[config.mk]
export PLATFORM = sky130hd
export DESIGN_NAME = axi4_master_bridge
export DESIGN_NICKNAME = d
export VERILOG_FILES = /design/src/rtl/axi4_master_bridge.sv
export SDC_FILE = /design/constraint.sdc
export NUM_CORES = 1
export LEC_CHECK = 0
export CAP_MARGIN = 20
export CELL_PAD_IN_SITES_DETAIL_PLACEMENT = 0
export CELL_PAD_IN_SITES_GLOBAL_PLACEMENT = 1
export CORE_MARGIN = 4
export CORE_UTILIZATION = 25
export CTS_CLUSTER_SIZE = 40
export DETAILED_ROUTE_END_ITERATION = 16
export PLACE_DENSITY_LB_ADDON = 0.1
export SYNTH_ARGS = -nofsm -noshare
export SYNTH_HDL_FRONTEND = slang
export SYNTH_SLANG_ARGS = --single-unit
[constraint.sdc]
create_clock -name clock -period 1.6 [get_ports clock]
set_input_delay 0.32 -clock clock [delete_from_list [all_inputs] [get_ports clock]]
set_output_delay 0.32 -clock clock [all_outputs]
set_load 0.02 [all_outputs]
[src/rtl/axi4_master_bridge.sv]
// AXI4 master bridge: single-outstanding CPU request port to AXI4 INCR read bursts and
// single-beat writes. Read beats and write responses return through a one-entry response slot.
module axi4_master_bridge #(
    parameter logic [3:0] ID_VAL  = 4'h0,
    parameter logic [7:0] MAX_LEN = 8'hFF
) (
    input  logic        clock,
    input  logic        reset,

    input  logic        req_valid,
    output logic        req_ready,
    input  logic        req_wen,
    input  logic [31:0] req_addr,
    input  logic [31:0] req_wdata,
    input  logic [3:0]  req_wstrb,
    input  logic [7:0]  req_len,

    output logic        resp_valid,
    input  logic        resp_ready,
    output logic [31:0] resp_data,
    output logic        resp_last,
    output logic        resp_err,

    output logic        io_master_awvalid,
    input  logic        io_master_awready,
    output logic [31:0] io_master_awaddr,
    output logic [3:0]  io_master_awid,
    output logic [7:0]  io_master_awlen,
    output logic [2:0]  io_master_awsize,
    output logic [1:0]  io_master_awburst,

    output logic        io_master_wvalid,
    input  logic        io_master_wready,
    output logic [31:0] io_master_wdata,
    output logic [3:0]  io_master_wstrb,
    output logic        io_master_wlast,

    output logic        io_master_bready,
    input  logic        io_master_bvalid,
    input  logic [1:0]  io_master_bresp,
    input  logic [3:0]  io_master_bid,

    output logic        io_master_arvalid,
    input  logic        io_master_arready,
    output logic [31:0] io_master_araddr,
    output logic [3:0]  io_master_arid,
    output logic [7:0]  io_master_arlen,
    output logic [2:0]  io_master_arsize,
    output logic [1:0]  io_master_arburst,

    output logic        io_master_rready,
    input  logic        io_master_rvalid,
    input  logic [31:0] io_master_rdata,
    input  logic [1:0]  io_master_rresp,
    input  logic        io_master_rlast,
    input  logic [3:0]  io_master_rid
);

    typedef enum logic [2:0] {IDLE, RADDR, RDATA, WADDR, WRESP} state_e;

    state_e      state_q, state_d;
    logic [31:0] addr_q, addr_d;
    logic [31:0] wdata_q, wdata_d;
    logic [3:0]  wstrb_q, wstrb_d;
    logic [7:0]  len_q, len_d;
    logic [7:0]  beat_q, beat_d;
    logic        aw_done_q, aw_done_d;
    logic        w_done_q, w_done_d;
    logic        req_ready_q, req_ready_d;
    logic        resp_valid_q, resp_valid_d;
    logic [31:0] resp_data_q, resp_data_d;
    logic        resp_last_q, resp_last_d;
    logic        resp_err_q, resp_err_d;
    logic        slot_free;
    logic        aw_fire, w_fire;
    logic        unused_ids;

    // Single outstanding transaction, so returned IDs carry no information.
    assign unused_ids = ^{io_master_rid, io_master_bid};

    assign slot_free = !resp_valid_q || resp_ready;

    assign req_ready  = req_ready_q;
    assign resp_valid = resp_valid_q;
    assign resp_data  = resp_data_q;
    assign resp_last  = resp_last_q;
    assign resp_err   = resp_err_q;

    assign io_master_awaddr  = addr_q;
    assign io_master_awid    = ID_VAL;
    assign io_master_awlen   = 8'h00;
    assign io_master_awsize  = 3'b010;
    assign io_master_awburst = 2'b01;
    assign io_master_wdata   = wdata_q;
    assign io_master_wstrb   = wstrb_q;
    assign io_master_wlast   = 1'b1;
    assign io_master_araddr  = addr_q;
    assign io_master_arid    = ID_VAL;
    assign io_master_arlen   = len_q;
    assign io_master_arsize  = 3'b010;
    assign io_master_arburst = 2'b01;

    always_comb begin
        io_master_arvalid = 1'b0;
        io_master_awvalid = 1'b0;
        io_master_wvalid  = 1'b0;
        io_master_rready  = 1'b0;
        io_master_bready  = 1'b0;
        aw_fire           = 1'b0;
        w_fire            = 1'b0;
        state_d           = state_q;
        addr_d            = addr_q;
        wdata_d           = wdata_q;
        wstrb_d           = wstrb_q;
        len_d             = len_q;
        beat_d            = beat_q;
        aw_done_d         = aw_done_q;
        w_done_d          = w_done_q;
        resp_valid_d      = resp_valid_q;
        resp_data_d       = resp_data_q;
        resp_last_d       = resp_last_q;
        resp_err_d        = resp_err_q;

        // A new beat loading in the same cycle overrides this clear below.
        if (resp_valid_q && resp_ready) begin
            resp_valid_d = 1'b0;
        end

        case (state_q)
            IDLE: begin
                if (req_valid && req_ready_q) begin
                    addr_d    = req_addr;
                    wdata_d   = req_wdata;
                    wstrb_d   = req_wstrb;
                    len_d     = (req_len > MAX_LEN) ? MAX_LEN : req_len;
                    aw_done_d = 1'b0;
                    w_done_d  = 1'b0;
                    state_d   = req_wen ? WADDR : RADDR;
                end
            end
            RADDR: begin
                io_master_arvalid = 1'b1;
                if (io_master_arready) begin
                    beat_d  = len_q;
                    state_d = RDATA;
                end
            end
            RDATA: begin
                io_master_rready = slot_free;
                if (io_master_rvalid && slot_free) begin
                    resp_valid_d = 1'b1;
                    resp_data_d  = io_master_rdata;
                    resp_last_d  = (beat_q == 8'h00);
                    resp_err_d   = (io_master_rresp != 2'b00) ||
                                   (io_master_rlast != (beat_q == 8'h00));
                    if (beat_q == 8'h00) begin
                        state_d = IDLE;
                    end else begin
                        beat_d = beat_q - 8'h01;
                    end
                end
            end
            WADDR: begin
                io_master_awvalid = !aw_done_q;
                io_master_wvalid  = !w_done_q;
                aw_fire           = !aw_done_q && io_master_awready;
                w_fire            = !w_done_q && io_master_wready;
                if (aw_fire) aw_done_d = 1'b1;
                if (w_fire)  w_done_d  = 1'b1;
                if ((aw_done_q || aw_fire) && (w_done_q || w_fire)) begin
                    state_d = WRESP;
                end
            end
            WRESP: begin
                io_master_bready = slot_free;
                if (io_master_bvalid && slot_free) begin
                    resp_valid_d = 1'b1;
                    resp_data_d  = '0;
                    resp_last_d  = 1'b1;
                    resp_err_d   = (io_master_bresp != 2'b00);
                    state_d      = IDLE;
                end
            end
            default: state_d = IDLE;
        endcase

        // Registered so that req_ready reads 0 during reset like every other handshake output.
        req_ready_d = (state_d == IDLE) && !resp_valid_d;
    end

    always_ff @(posedge clock or negedge reset) begin
        if (!reset) begin
            state_q      <= IDLE;
            addr_q       <= '0;
            wdata_q      <= '0;
            wstrb_q      <= '0;
            len_q        <= '0;
            beat_q       <= '0;
            aw_done_q    <= 1'b0;
            w_done_q     <= 1'b0;
            req_ready_q  <= 1'b0;
            resp_valid_q <= 1'b0;
            resp_data_q  <= '0;
            resp_last_q  <= 1'b0;
            resp_err_q   <= 1'b0;
        end else begin
            state_q      <= state_d;
            addr_q       <= addr_d;
            wdata_q      <= wdata_d;
            wstrb_q      <= wstrb_d;
            len_q        <= len_d;
            beat_q       <= beat_d;
            aw_done_q    <= aw_done_d;
            w_done_q     <= w_done_d;
            req_ready_q  <= req_ready_d;
            resp_valid_q <= resp_valid_d;
            resp_data_q  <= resp_data_d;
            resp_last_q  <= resp_last_d;
            resp_err_q   <= resp_err_d;
        end
    end

endmodule
==> results.yml <==
run_status:
  status: "finished, violations left"
  failed_checks: "negative setup slack"
critical_path:
  critPathMostFrequentCell: "buf_6"
  crit_chain: "buf_6, buf_6, nor3b_4, buf_4, buf_6"
  critPathKind: "reg2out"
  cpPeakStageDelay_ns: 0.43
  crit_required_ns: 1.28
  r2r-start: "state_q[0]$_DFF_PN0_"
  reg2regPathDepth: 9
  cp_data_arrival_time_ns: 1.47
  slowest_stage: "dfrtp_2"
  critPathMaxFanout: 4
  reg2reg_to: "beat_q[6]$_DFFE_PN0P_"
  r2r_slack_ns: -0.15
  end_kind: "output pin"
  crit_path_start_kind: "register"
floorplan:
  die_h_um: 158.0
  design.die.area_sq_um: 24970
  die_x_um: 158.0
  start_util_pct: 25.62
  row_count: 54
  io_pins: 307
  fp.coreArea_sq_um: 21960
cts:
  path_clk_slew_ns: 0.06
  clockBufferDepth: 2
  htreeDepth: 4
  cts_root_buf: "clkbuf_16"
  cts_inserted_buffers: 17
  clock-sinks: 125
  clk-insertion-delay-late_ns: 0.41
  tritoncts: "done"
finish:
  syn_to_final_growth_pct: 78.76
  n_antenna_cell: 0
  drive_gt1_share_pct: 23.51
  final_util_pct: 45.79
  final_cell_mix: "nand2_1 (222), dlygate4sd2_1 (144), dfrtp_1 (123)"
  finalNetCount: 1078
  fillers: 2151
  final_common_cell: "nand2_1"
place:
  dp_hpwl_um: 13410
  place_ws_ns: -0.4344
  io_buffers: 271
  gp_congestion: 0.7202
pwr:
  p_total_mw: 19.57
  p_leak_nw: 5.295
  switchingPower_mw: 8.033
  p_int_mw: 11.53
  vdd_ir_drop_max_v: 0.0009058
  swShare_pct: 41.06
  clkPwrFrac_pct: 19.8
  comb_power_share_pct: 51.6
  cellPowerDensity_nw_per_um2: 1946
  seqPwrFrac_pct: 28.6
timing:
  timing.final.ws_setup_ns: -0.1855
  slew_violations: 0
  finalSetupViolCount: 98
  post-route-period-util_pct: 111.6
  grt_setup_unrepaired: "yes"
  fin_skew_ns: 0.006616
  hold_viol_final: 0
  fmax_mhz: 560.1
  period_minus_slack_ns: 1.785
drt:
  antenna_left: 0
  drt-initial-drc-count: 203
  routed_wl_um: 19680
  viasPerCell: 4.218
  drt-pass1-iter-count: 5
  vias: 5218
  wire_per_inst_um: 15.91
  drc: 0
global_route:
  grt_max_degree: 49
  antenna_found_initial: 0
  grt.overflow.total: 0
  grt_pass1_vias: 5261
  grt_pass1_wl_um: 29160
  track_usage_pct: 14.94
synth:
  synthTopCellsByArea: "dfrtp_1 (56%), nand2_1 (21%), buf_4 (8.3%), o21ai_0 (3.6%), a21oi_1 (1.2%)"
  synth_edf_count: 0
  ys_seq_area_share_pct: 55.60
  ys_ff_latch: 125
  synth_ff_type: "dfrtp_1"
  ys_async_sr_fraction_pct: 100.0
  synth_area_per_cell_sq_um: 8.749
  synthCells: 643
  synth_top_area_share_pct: 55.60
  synth_cell_types: 43
  synth_top_cell_by_area: "dfrtp_1"
  netlist_area_sq_um: 5625
  yosysWarnings: 0
hold_path:
  hold_class: "in2async"
flow_run:
  drv_cap: 0
registers in the layout (all words and copies together) (netlist names):
register and flops:
resp_err 1, aw_done_q 1, resp_valid 1, io_master_araddr 32
w_done_q 1, io_master_arlen 8, req_ready 1, resp_last 1
beat_q 8, resp_data 32, state_q 3, io_master_wstrb 4
io_master_wdata 32
critical path: cells and delay by family, from the launching register on:
kind / cells / cell delay, ns
buffers and inverters: 4 / 0.49
AND/OR/NAND/NOR: 1 / 0.14
flip-flops: 1 / 0.43
stage by stage:
step                instances  hold slack (ns)  TNS, ns  cell area, sq um
floorplan                 668          0.02441        0              5725
global placement         1171           0.1781   -21.11              8637
detailed placement       1171           0.1784   -23.93              8637
CTS                      1226           0.3066   -10.86              9518
global route             1237           0.3047   -15.40             10060
finish                   1237           0.3195   -5.964             10060
layer usage:
layer	vias to the layer above	global-route usage (%)	wire, um
li1	2564	-	-
met4	0	3.777	280
met3	21	4.292	1276
met1	2454	18.68	8146
met2	179	25.50	9974
met5	-	0	0
cells by family after synthesis:
group           count (synthesis)  share of synthesized area [%]
compound gates                 71                          7.362
xor+xnor                        1                         0.1557
fa+ha+maj                       2                         0.4448
buf+inv                        93                          10.81
flops                         125                          55.60
other cells                     2                         0.1335
simple gates                  349                          25.49
worst max-delay path by stage:
stage | end | startpoint | depth (start not counted) | slack, ns
2_1_floorplan | beat_q[0]$_DFFE_PN0P_ | beat_q[0]$_DFFE_PN0P_ | 7 | 0.04
3_3_place_gp | io_master_rready | resp_ready | 4 | -0.35
3_5_place_dp | resp_data[8]$_DFFE_PN0P_ | io_master_rvalid | 6 | -0.43
4_1_cts | io_master_arvalid | state_q[0]$_DFF_PN0_ | 5 | -0.24
5_1_grt | beat_q[6]$_DFFE_PN0P_ | state_q[0]$_DFF_PN0_ | 9 | -0.25
6_report | io_master_arvalid | state_q[0]$_DFF_PN0_ | 5 | -0.19
power groups by stage:
| stage | Clock, mW | Combinational [mW] | Sequential, mW |
|---|---|---|---|
| after floorplan | 0 | 3.65 | 7.10 |
| after global placement | 0 | 9.64 | 5.63 |
| after detailed placement | 0 | 9.77 | 5.71 |
| after CTS | 4.00 | 9.57 | 5.62 |
| after global routing | 4.16 | 10.9 | 5.81 |
| final | 3.88 | 10.1 | 5.60 |
layout make-up:
cell class                      instances  area (sq um)  share of cell area (%)
Tap cell                              280         350.3                   3.484
Sequential cell                       125          3131                   31.13
Clock buffer                           19         442.9                   4.405
Clock inverter                         12         146.4                   1.456
Timing Repair Buffer                  347          3513                   34.94
Inverter                                3         11.26                  0.1120
Multi-Input combinational cell        451          2461                   24.47
Yosys cell counts, types with 3 or more instances:
cell      instances
nor3_1            3
o21ai_0          41
buf_4            62
dfrtp_1         125
nand3_1           5
nand2_1         310
inv_1             3
buf_2             9
a21o_1            3
clkbuf_1         16
nand2b_1          4
nor2_1           10
a21oi_1          14
repair_timing:
action / CTS / global route
endpoints found under the setup margin: 245 / 125
pin swaps: 12 / 104
gates cloned: 8 / 2
setup buffers: 15 / 17
endpoints found under the hold margin: 16 / 0
gates resized for setup: 222 / 141
hold buffers: 1 / 0
(Power assumes the default switching activity.)
